<file path="src/rtl/tx_ctrl_pkg.sv">
`default_nettype none
// +----------------------------------------------------------------------------+
// | tx_ctrl_pkg                                                                |
// | State encoding and default timing for the differential TX sequencer.       |
// | Rev 1.0                                                                    |
// +----------------------------------------------------------------------------+
package tx_ctrl_pkg;

    typedef logic [2:0] state_t;

    localparam state_t S_IDLE   = 3'd0;
    localparam state_t S_DETECT = 3'd1;
    localparam state_t S_SETTLE = 3'd2;
    localparam state_t S_ACTIVE = 3'd3;
    localparam state_t S_DRAIN  = 3'd4;

    localparam int c_DET_CICLOS    = 16;
    localparam int c_SETTLE_CICLOS = 4;
    localparam int c_DRAIN_CICLOS  = 8;
    localparam int c_CNT_W         = 8;

endpackage
`default_nettype wire

</file>
<file path="src/rtl/contador_ciclos.sv">
`default_nettype none
// +----------------------------------------------------------------------------+
// | contador_ciclos                                                            |
// | Loadable down-counter that parks at zero and flags it.                     |
// | Rev 1.0                                                                    |
// +----------------------------------------------------------------------------+
module contador_ciclos #(
    parameter int CNT_W = 8
) (
    input  logic             clk,
    input  logic             rst,
    input  logic             i_load,
    input  logic [CNT_W-1:0] i_load_val,
    output logic             o_zero
);

    logic [CNT_W-1:0] r_count;

    always_ff @(posedge clk or negedge rst) begin
        if (!rst) begin
            r_count <= '0;
        end else if (i_load) begin
            r_count <= i_load_val;
        end else if (r_count != '0) begin
            r_count <= r_count - 1'b1;
        end
    end

    assign o_zero = (r_count == '0);

endmodule
`default_nettype wire

</file>
<file path="src/rtl/controlador_tx_diferencial.sv">
`default_nettype none
// +----------------------------------------------------------------------------+
// | controlador_tx_diferencial                                                 |
// | Sequences receiver detect, electrical-idle exit/entry and the NRZI emitter.|
// | Rev 1.0                                                                    |
// +----------------------------------------------------------------------------+
module controlador_tx_diferencial
    import tx_ctrl_pkg::*;
#(
    parameter int DET_CICLOS    = c_DET_CICLOS,
    parameter int SETTLE_CICLOS = c_SETTLE_CICLOS,
    parameter int DRAIN_CICLOS  = c_DRAIN_CICLOS,
    parameter int CNT_W         = c_CNT_W
) (
    input  logic clk,
    input  logic rst,
    input  logic det_req,
    input  logic tx_req,
    input  logic idle_req,
    input  logic rx_presente,
    input  logic cfg_margin,
    input  logic cfg_swing,
    input  logic cfg_deemph,
    output logic enb_emisor,
    output logic rst_emisor,
    output logic TxElecIdle,
    output logic TxDetectRx,
    output logic TxMargin,
    output logic TxSwing,
    output logic TxDeemph,
    output logic det_ok,
    output logic listo,
    output logic ocupado
);

    localparam logic [CNT_W-1:0] c_DET_LOAD    = CNT_W'(DET_CICLOS - 1);
    localparam logic [CNT_W-1:0] c_SETTLE_LOAD = CNT_W'(SETTLE_CICLOS - 1);
    localparam logic [CNT_W-1:0] c_DRAIN_LOAD  = CNT_W'(DRAIN_CICLOS - 1);

    state_t           r_state;
    state_t           w_state_nxt;
    logic             w_zero;
    logic             w_load;
    logic [CNT_W-1:0] w_load_val;
    logic             w_stop;

    logic w_elec_idle, w_rst_emisor, w_enb, w_detect, w_listo;
    logic r_elec_idle, r_rst_emisor, r_enb, r_detect, r_listo, r_ocupado;
    logic r_margin, r_swing, r_deemph, r_det_ok;

    // idle_req overrides tx_req wherever both matter
    assign w_stop = !tx_req || idle_req;

    always_comb begin
        w_state_nxt = r_state;
        case (r_state)
            S_IDLE: begin
                if (det_req) begin
                    w_state_nxt = S_DETECT;
                end else if (!w_stop && r_det_ok) begin
                    w_state_nxt = S_SETTLE;
                end
            end
            S_DETECT: begin
                if (w_zero) w_state_nxt = S_IDLE;
            end
            S_SETTLE: begin
                if (w_stop) begin
                    w_state_nxt = S_IDLE;
                end else if (w_zero) begin
                    w_state_nxt = S_ACTIVE;
                end
            end
            S_ACTIVE: begin
                if (w_stop) w_state_nxt = S_DRAIN;
            end
            S_DRAIN: begin
                if (w_zero) w_state_nxt = S_IDLE;
            end
            default: w_state_nxt = S_IDLE;
        endcase
    end

    always_comb begin
        w_load     = (w_state_nxt != r_state);
        w_load_val = '0;
        case (w_state_nxt)
            S_DETECT: w_load_val = c_DET_LOAD;
            S_SETTLE: w_load_val = c_SETTLE_LOAD;
            S_DRAIN:  w_load_val = c_DRAIN_LOAD;
            default:  w_load_val = '0;
        endcase
    end

    // Outputs are decoded from the next state so they register alongside it
    always_comb begin
        w_elec_idle  = 1'b1;
        w_rst_emisor = 1'b1;
        w_enb        = 1'b0;
        w_detect     = 1'b0;
        w_listo      = 1'b0;
        case (w_state_nxt)
            S_DETECT: w_detect = 1'b1;
            S_SETTLE: begin
                w_elec_idle  = 1'b0;
                w_rst_emisor = 1'b0;
            end
            S_ACTIVE: begin
                w_elec_idle  = 1'b0;
                w_rst_emisor = 1'b0;
                w_enb        = 1'b1;
                w_listo      = 1'b1;
            end
            S_DRAIN: begin
                w_elec_idle  = 1'b0;
                w_rst_emisor = 1'b0;
                w_enb        = 1'b1;
            end
            default: ;
        endcase
    end

    contador_ciclos #(
        .CNT_W(CNT_W)
    ) u_contador (
        .clk       (clk),
        .rst       (rst),
        .i_load    (w_load),
        .i_load_val(w_load_val),
        .o_zero    (w_zero)
    );

    always_ff @(posedge clk or negedge rst) begin
        if (!rst) begin
            r_state      <= S_IDLE;
            r_elec_idle  <= 1'b1;
            r_rst_emisor <= 1'b1;
            r_enb        <= 1'b0;
            r_detect     <= 1'b0;
            r_listo      <= 1'b0;
            r_ocupado    <= 1'b0;
            r_margin     <= 1'b0;
            r_swing      <= 1'b0;
            r_deemph     <= 1'b0;
            r_det_ok     <= 1'b0;
        end else begin
            r_state      <= w_state_nxt;
            r_elec_idle  <= w_elec_idle;
            r_rst_emisor <= w_rst_emisor;
            r_enb        <= w_enb;
            r_detect     <= w_detect;
            r_listo      <= w_listo;
            r_ocupado    <= (w_state_nxt != S_IDLE);
            if (r_state == S_IDLE) begin
                r_margin <= cfg_margin;
                r_swing  <= cfg_swing;
                r_deemph <= cfg_deemph;
            end
            if (r_state == S_DETECT && w_zero) begin
                r_det_ok <= rx_presente;
            end
        end
    end

    assign enb_emisor = r_enb;
    assign rst_emisor = r_rst_emisor;
    assign TxElecIdle = r_elec_idle;
    assign TxDetectRx = r_detect;
    assign TxMargin   = r_margin;
    assign TxSwing    = r_swing;
    assign TxDeemph   = r_deemph;
    assign det_ok     = r_det_ok;
    assign listo      = r_listo;
    assign ocupado    = r_ocupado;

endmodule
`default_nettype wire

</file>
<file path="config.mk">
export PLATFORM = sky130hd
export DESIGN_NAME = controlador_tx_diferencial
export DESIGN_NICKNAME = d
export VERILOG_FILES = /design/src/rtl/tx_ctrl_pkg.sv /design/src/rtl/contador_ciclos.sv /design/src/rtl/controlador_tx_diferencial.sv
export SDC_FILE = /design/constraint.sdc
export NUM_CORES = 1
export LEC_CHECK = 0
export CORE_ASPECT_RATIO = 1.1
export CORE_MARGIN = 3
export CORE_UTILIZATION = 30
export DETAILED_ROUTE_END_ITERATION = 12
export SLEW_MARGIN = 25
export SYNTH_ARGS = -nofsm -noshare
export SYNTH_HDL_FRONTEND = slang
export SYNTH_HIERARCHICAL = 1
export SYNTH_SLANG_ARGS = --single-unit
</file>
<file path="constraint.sdc">
create_clock -name clk -period 2.6 [get_ports clk]
set_input_delay 0.52 -clock clk [delete_from_list [all_inputs] [get_ports clk]]
set_output_delay 0.52 -clock clk [all_outputs]
set_load 0.01 [all_outputs]
</file>
==> results.txt, run 1 <==
P_leak -> 0.568 nW
CP bufs+invs -> 2
count of different cell masters after synthesis -> 46
Hold Violations, Final -> 0
Tmin final -> 2.35 ns
worst path required time -> 2.78 ns
via/cell ratio -> 4.91
CORE AREA -> 3410 um2
clk slew on worst S/H paths -> 0.12 ns
Final nets -> 149
crit-path leading delay family -> simple AND/OR/NAND/NOR gates
max-cap viol count -> 0
commonest cells after routing, fill and taps aside -> dfrtp_1, clkdlybuf4s50_1, nor2_1
Port Buffer Count -> 18
vias after detailed routing -> 913
largest net degree at the start of global routing -> 21
grt ovf -> 0
Syn Inst Count -> 112
hold crit path type -> reg -> reg
sequential share of the synthesized area -> 0.457
status -> finished, final reports clean
warning count from the yosys run -> 6
first-pass GRT wire length -> 3.95 mm
worst reg2reg setup slack -> 0.25 ns
Worst Setup SP -> u_contador/r_count[0]$_DFFE_PN0P_
detailed placer's ending HPWL -> 1.74 mm
Seq cells post-synth -> 20
setup total negative slack -> 0 ns
Routed Antenna Nets -> 0
FP Rows -> 22
max-slew violations -> 0
Critical Path End Type -> flop
CTS tree -> built
initial antenna violation count -> 0
max incr delay on CP -> 0.43 ns
Final setup viols -> 0
DR WL/cell -> 12.7 um
skew final -> 0.00500 ns
root cell of the clock tree -> clkbuf_4
clock latency on the worst-skew pair -> 0.30 ns
reg2reg end -> u_contador/r_count[6]$_DFFE_PN0P_
CTS H-tree lvls -> 1
peak supply drop -> 0.000303 V
Setup Crit Path Kind -> reg -> reg
most common cell after layout, fill and taps aside -> dfrtp_1
DRT Pass-1 Iters -> 4
Ant. Diodes -> 0
end point of the critical path -> u_contador/r_count[6]$_DFFE_PN0P_
period utilisation layout -> 0.905
GRT Total Usage -> 0.110
share of cells above drive strength 1 -> 0.167
Num Clock Sinks -> 20
clock buffer depth -> 2
synthesized cell area -> 1100 um2
Avg Cell Area, Syn -> 9.81 um2
Area growth, synth to finish -> 29.6%
Cell Chain, Critical Path -> inv_1, ha_1, or3b_4, nor2_4, a221oi_1, a31o_2, o211ai_1, buf_4, nor2_1, nand4_1, nand3_1
Die Y -> 69.5 um
RSZ-0062 raised after global routing -> no
DIE WIDTH -> 63.7 um
Worst R2R Path Depth -> 11
fmax -> 0.425 GHz
Worst Path Arrival -> 2.54 ns
Slowest cell on crit path -> dfrtp_1
number of stages on the worst setup path -> 11
Rel. slew slack -> 0.623
Final GP Congestion -> 0.819
final hold slack -> 0.518 ns
Die ar. -> 4420 um2
post-route DRC violation count -> 0
Inserted Clock Buffers -> 3
reg2reg start -> u_contador/r_count[0]$_DFFE_PN0P_
pwr dens -> 871 nW/um2
vias in the first global route -> 873
Crit Path Max Fanout -> 5
final wirelength -> 2.37 mm
initial cell density of the core -> 0.322
DRT iter0 DRCs -> 31
Slew @ Worst Pin -> 0.560 ns
Ports -> 19
CP startpoint kind -> flop
## Yosys cell counts, drive strengths merged
cell type,number,share of area
mux2i,1,0.0091
o31a,1,0.0080
nor4,2,0.011
o31ai,3,0.020
buf,3,0.022
nor2b,3,0.017
nand4,1,0.0057
or3,1,0.0057
nor3b,2,0.014
o311ai,1,0.0080
mux2,4,0.041
nor2,11,0.038
dlygate4sd1,1,0.0080
a21oi,3,0.014
xnor2,1,0.0080
nor3,4,0.023
o211ai,3,0.025
a2bb2oi,1,0.0080
a211o,1,0.0080
nor4b,1,0.014
a31oi,2,0.011
o41ai,1,0.0080
nand2,5,0.017
a31o,1,0.0080
dfrtp,19,0.43
clkbuf,1,0.0046
o21ai,7,0.032
or3b,1,0.0080
o22ai,1,0.0057
nand3,3,0.014
a221oi,2,0.016
nand2b,4,0.023
inv,7,0.024
a21boi,1,0.0068
or4,2,0.014
conb,1,0.0034
nand3b,3,0.024
a21o,1,0.0068
dfstp,1,0.024
ha,1,0.011
## cells by family after synthesis
logic type,count (synthesis),synth area share
compound gates,29,0.186
other cells,1,0.00341
xor+xnor,1,0.00797
fa+ha+maj,1,0.0114
flops,20,0.457
buf+inv,12,0.0581
simple gates,43,0.227
mux,5,0.0501
## layout make-up
type / count / area [um2]
Timing Repair Buffer: 24 / 229
Sequential cell: 20 / 502
Inverter: 7 / 26.3
Multi-Input combinational cell: 83 / 554
Tap cell: 48 / 60.1
Clock inverter: 1 / 30.0
Clock buffer: 3 / 22.5
Fill cell: 364 / 1990
## how the worst min path moves through the flow
stage	from	to	slack, ns	cells past startpoint
after CTS	TxSwing$_DFFE_PN0P_	TxSwing$_DFFE_PN0P_	0.53	1
after global placement	TxMargin$_DFFE_PN0P_	TxMargin$_DFFE_PN0P_	0.49	1
after floorplan	rst	TxDeemph$_DFFE_PN0P_	0.22	0
after global routing	TxSwing$_DFFE_PN0P_	TxSwing$_DFFE_PN0P_	0.54	1
final	TxMargin$_DFFE_PN0P_	TxMargin$_DFFE_PN0P_	0.52	1
after detailed placement	TxSwing$_DFFE_PN0P_	TxSwing$_DFFE_PN0P_	0.50	1
## metrics by stage
step	std cells	area (um2)	total power (W)	setup WS [ns]	util
after detailed placement	180	1350	0.000973	0.222	0.394
after floorplan	115	1110	0.000801	0.0727	-
after global routing	186	1420	0.00134	0.0102	0.417
after CTS	184	1400	0.00124	0.175	0.409
after global placement	180	1350	0.000964	0.280	0.394
final	186	1420	0.00124	0.246	0.417
## power breakdown
part / total [W] / internal [W] / switching, W
registers: 0.000531 / 0.000415 / 0.000116
logic: 0.000457 / 0.000250 / 0.000208
clock network: 0.000252 / 0.000156 / 0.0000962
total: 0.00124 / 0.000820 / 0.000420
## sequential cells by signal (all words and copies together), names as in the netlist
register and cells:
det_ok 1, TxDeemph 1, u_contador/r_count 8, TxSwing 1, rst_emisor 1, TxMargin 1, TxDetectRx 1, ocupado 1
r_state 3, enb_emisor 1, listo 1
## metal layers
| metal | track usage | wire length, um |
|---|---|---|
| met1 | 0.128 | 1020 |
| met2 | 0.198 | 1250 |
| met3 | 0.0227 | 70 |
| met4 | 0.0360 | 21 |
| met5 | 0 | 0 |
## repair_timing
action	4_1_cts	5_1_grt
gates resized for setup	0	3
hold buffers	0	0
endpoints found under the setup margin	0	3
hold endpoints to repair	0	0
buffers inserted	0	1
(Power assumes the default switching activity.)
==> run 2: changes to the inputs <==
SLEW_MARGIN = 15   (was 25)
==> results of run 2 <==
Same layout as run 1: the final DEF is identical, and so are final timing and power.
==> run 3: changes to the inputs <==
CTS_BUF_LIST = sky130_fd_sc_hd__clkbuf_4 sky130_fd_sc_hd__clkbuf_8   (was not set)
clock period = 2.8 ns   (was 2.6 ns; I/O delays follow)
==> results.txt, run 3 (synthesis gave the netlist of run 1 again) <==
status -> finished, final reports clean
Worst Setup SP -> u_contador/r_count[0]$_DFFE_PN0P_
Final nets -> 147
CP startpoint kind -> flop
peak supply drop -> 0.000497 V
Largest regs -> u_contador/r_count: 8 flops, r_state: 3 flops
clock buffer depth -> 2
hold crit path type -> reg -> reg
first-pass GRT wire length -> 3.99 mm
Worst R2R Path Depth -> 10
final wirelength -> 2.27 mm
DIE WIDTH -> 63.7 um
CTS H-tree lvls -> 1
reg2reg end -> u_contador/r_count[5]$_DFFE_PN0P_
Ports -> 19
most common cell after layout, fill and taps aside -> dfrtp_1
setup total negative slack -> 0 ns
RSZ-0062 raised after global routing -> no
clk slew on worst S/H paths -> 0.12 ns
reg2reg start -> u_contador/r_count[0]$_DFFE_PN0P_
P_leak -> 0.557 nW
commonest cells after routing, fill and taps aside -> dfrtp_1, clkdlybuf4s50_1, nor2_1
vias after detailed routing -> 910
Area growth, synth to finish -> 27.2%
setup ws final -> 0.317 ns
largest net degree at the start of global routing -> 21
end point of the critical path -> u_contador/r_count[5]$_DFFE_PN0P_
detailed placer's ending HPWL -> 1.67 mm
root cell of the clock tree -> clkbuf_4
DR WL/cell -> 12.3 um
worst path required time -> 3.01 ns
initial cell density of the core -> 0.322
Routed Antenna Nets -> 0
Critical Path End Type -> flop
DRT Pass-1 Iters -> 4
Num Clock Sinks -> 20
initial antenna violation count -> 0
Setup Crit Path Kind -> reg -> reg
pwr dens -> 813 nW/um2
Post-CTS Setup Inserts -> 0
FP Rows -> 22
max-cap viol count -> 0
DRT iter0 DRCs -> 130
period utilisation layout -> 0.887
post-route DRC violation count -> 0
Slew @ Worst Pin -> 0.604 ns
CTS tree -> built
Worst Path Arrival -> 2.70 ns
Die ar. -> 4420 um2
Ant. Diodes -> 0
Tmin final -> 2.48 ns
clock latency on the worst-skew pair -> 0.30 ns
Fillers -> 368
Port Buffer Count -> 18
skew final -> 0.0105 ns
Die Y -> 69.5 um
worst reg2reg setup slack -> 0.32 ns
max reg flops -> 8
via/cell ratio -> 4.95
Final GP Congestion -> 0.856
Hold Violations, Final -> 0
max-slew violations -> 0
Crit Path Max Fanout -> 12
largest register by flop count -> u_contador/r_count
fmax -> 0.403 GHz
Inserted Clock Buffers -> 3
vias in the first global route -> 857
share of cells above drive strength 1 -> 0.140
CORE AREA -> 3410 um2
Post-Place Setup Slack -> 0.251 ns
grt ovf -> 0
Final setup viols -> 0
GRT Total Usage -> 0.112
Rel. slew slack -> 0.594
run 3: repair_timing:
| action | in CTS | in global routing |
|---|---|---|
| endpoints found under the setup margin | 0 | 1 |
| hold buffers | 0 | 0 |
| gates resized for setup | 0 | 1 |
run 3: worst min-delay path by stage:
| stage | from | end | slack [ns] | depth (start not counted) |
|---|---|---|---|---|
| floorplan | rst | TxDeemph$_DFFE_PN0P_ | 0.26 | 0 |
| global placement | TxSwing$_DFFE_PN0P_ | TxSwing$_DFFE_PN0P_ | 0.50 | 1 |
| detailed placement | TxDeemph$_DFFE_PN0P_ | TxDeemph$_DFFE_PN0P_ | 0.50 | 1 |
| CTS | TxDeemph$_DFFE_PN0P_ | TxDeemph$_DFFE_PN0P_ | 0.53 | 1 |
| global route | TxDeemph$_DFFE_PN0P_ | TxDeemph$_DFFE_PN0P_ | 0.54 | 1 |
| finish | TxDeemph$_DFFE_PN0P_ | TxDeemph$_DFFE_PN0P_ | 0.52 | 1 |
run 3: power by group:
group	switching, W	internal, W
sequential	0.000111	0.000385
clock	0.0000899	0.000145
combinational	0.000183	0.000221
total	0.000384	0.000751
run 3: per-stage QoR:
step                instances  power [W]   util  cell area [um2]  hold WS (ns)
finish                    184    0.00114  0.409             1400         0.520
CTS                       184    0.00114  0.409             1400         0.526
detailed placement        180   0.000906  0.393             1340         0.500
global route              184    0.00123  0.409             1400         0.541
global placement          180   0.000892  0.393             1340         0.496
floorplan                 115   0.000742      -             1110         0.264
run 3: critical path: stages, from the launching register on:
cell and delay [ns]:
dfrtp_1 0.43, inv_1 0.10, ha_1 0.22, or3b_1 0.40, nor2_2 0.23, a221oi_1 0.12, a31o_2 0.23, o211ai_1 0.11
buf_4 0.20, a21oi_1 0.05, a221oi_1 0.28
run 3: cell type report:
type / instances / area, um2 / share of cell area
clock inverter: 1 / 30.0 / 0.0215
clock buffer: 3 / 22.5 / 0.0161
sequential: 20 / 502 / 0.359
multi-input combinational: 83 / 547 / 0.391
inverter: 7 / 26.3 / 0.0188
tap: 48 / 60.1 / 0.0430
timing repair buffer: 22 / 210 / 0.150
run 3: metal layers:
layer,vias to the layer above,part of all wire,GRT usage
met5,-,0,0
met1,432,0.44,0.143
met2,23,0.49,0.181
li1,453,-,-
met4,0,0.0097,0.0312
met3,2,0.056,0.0340
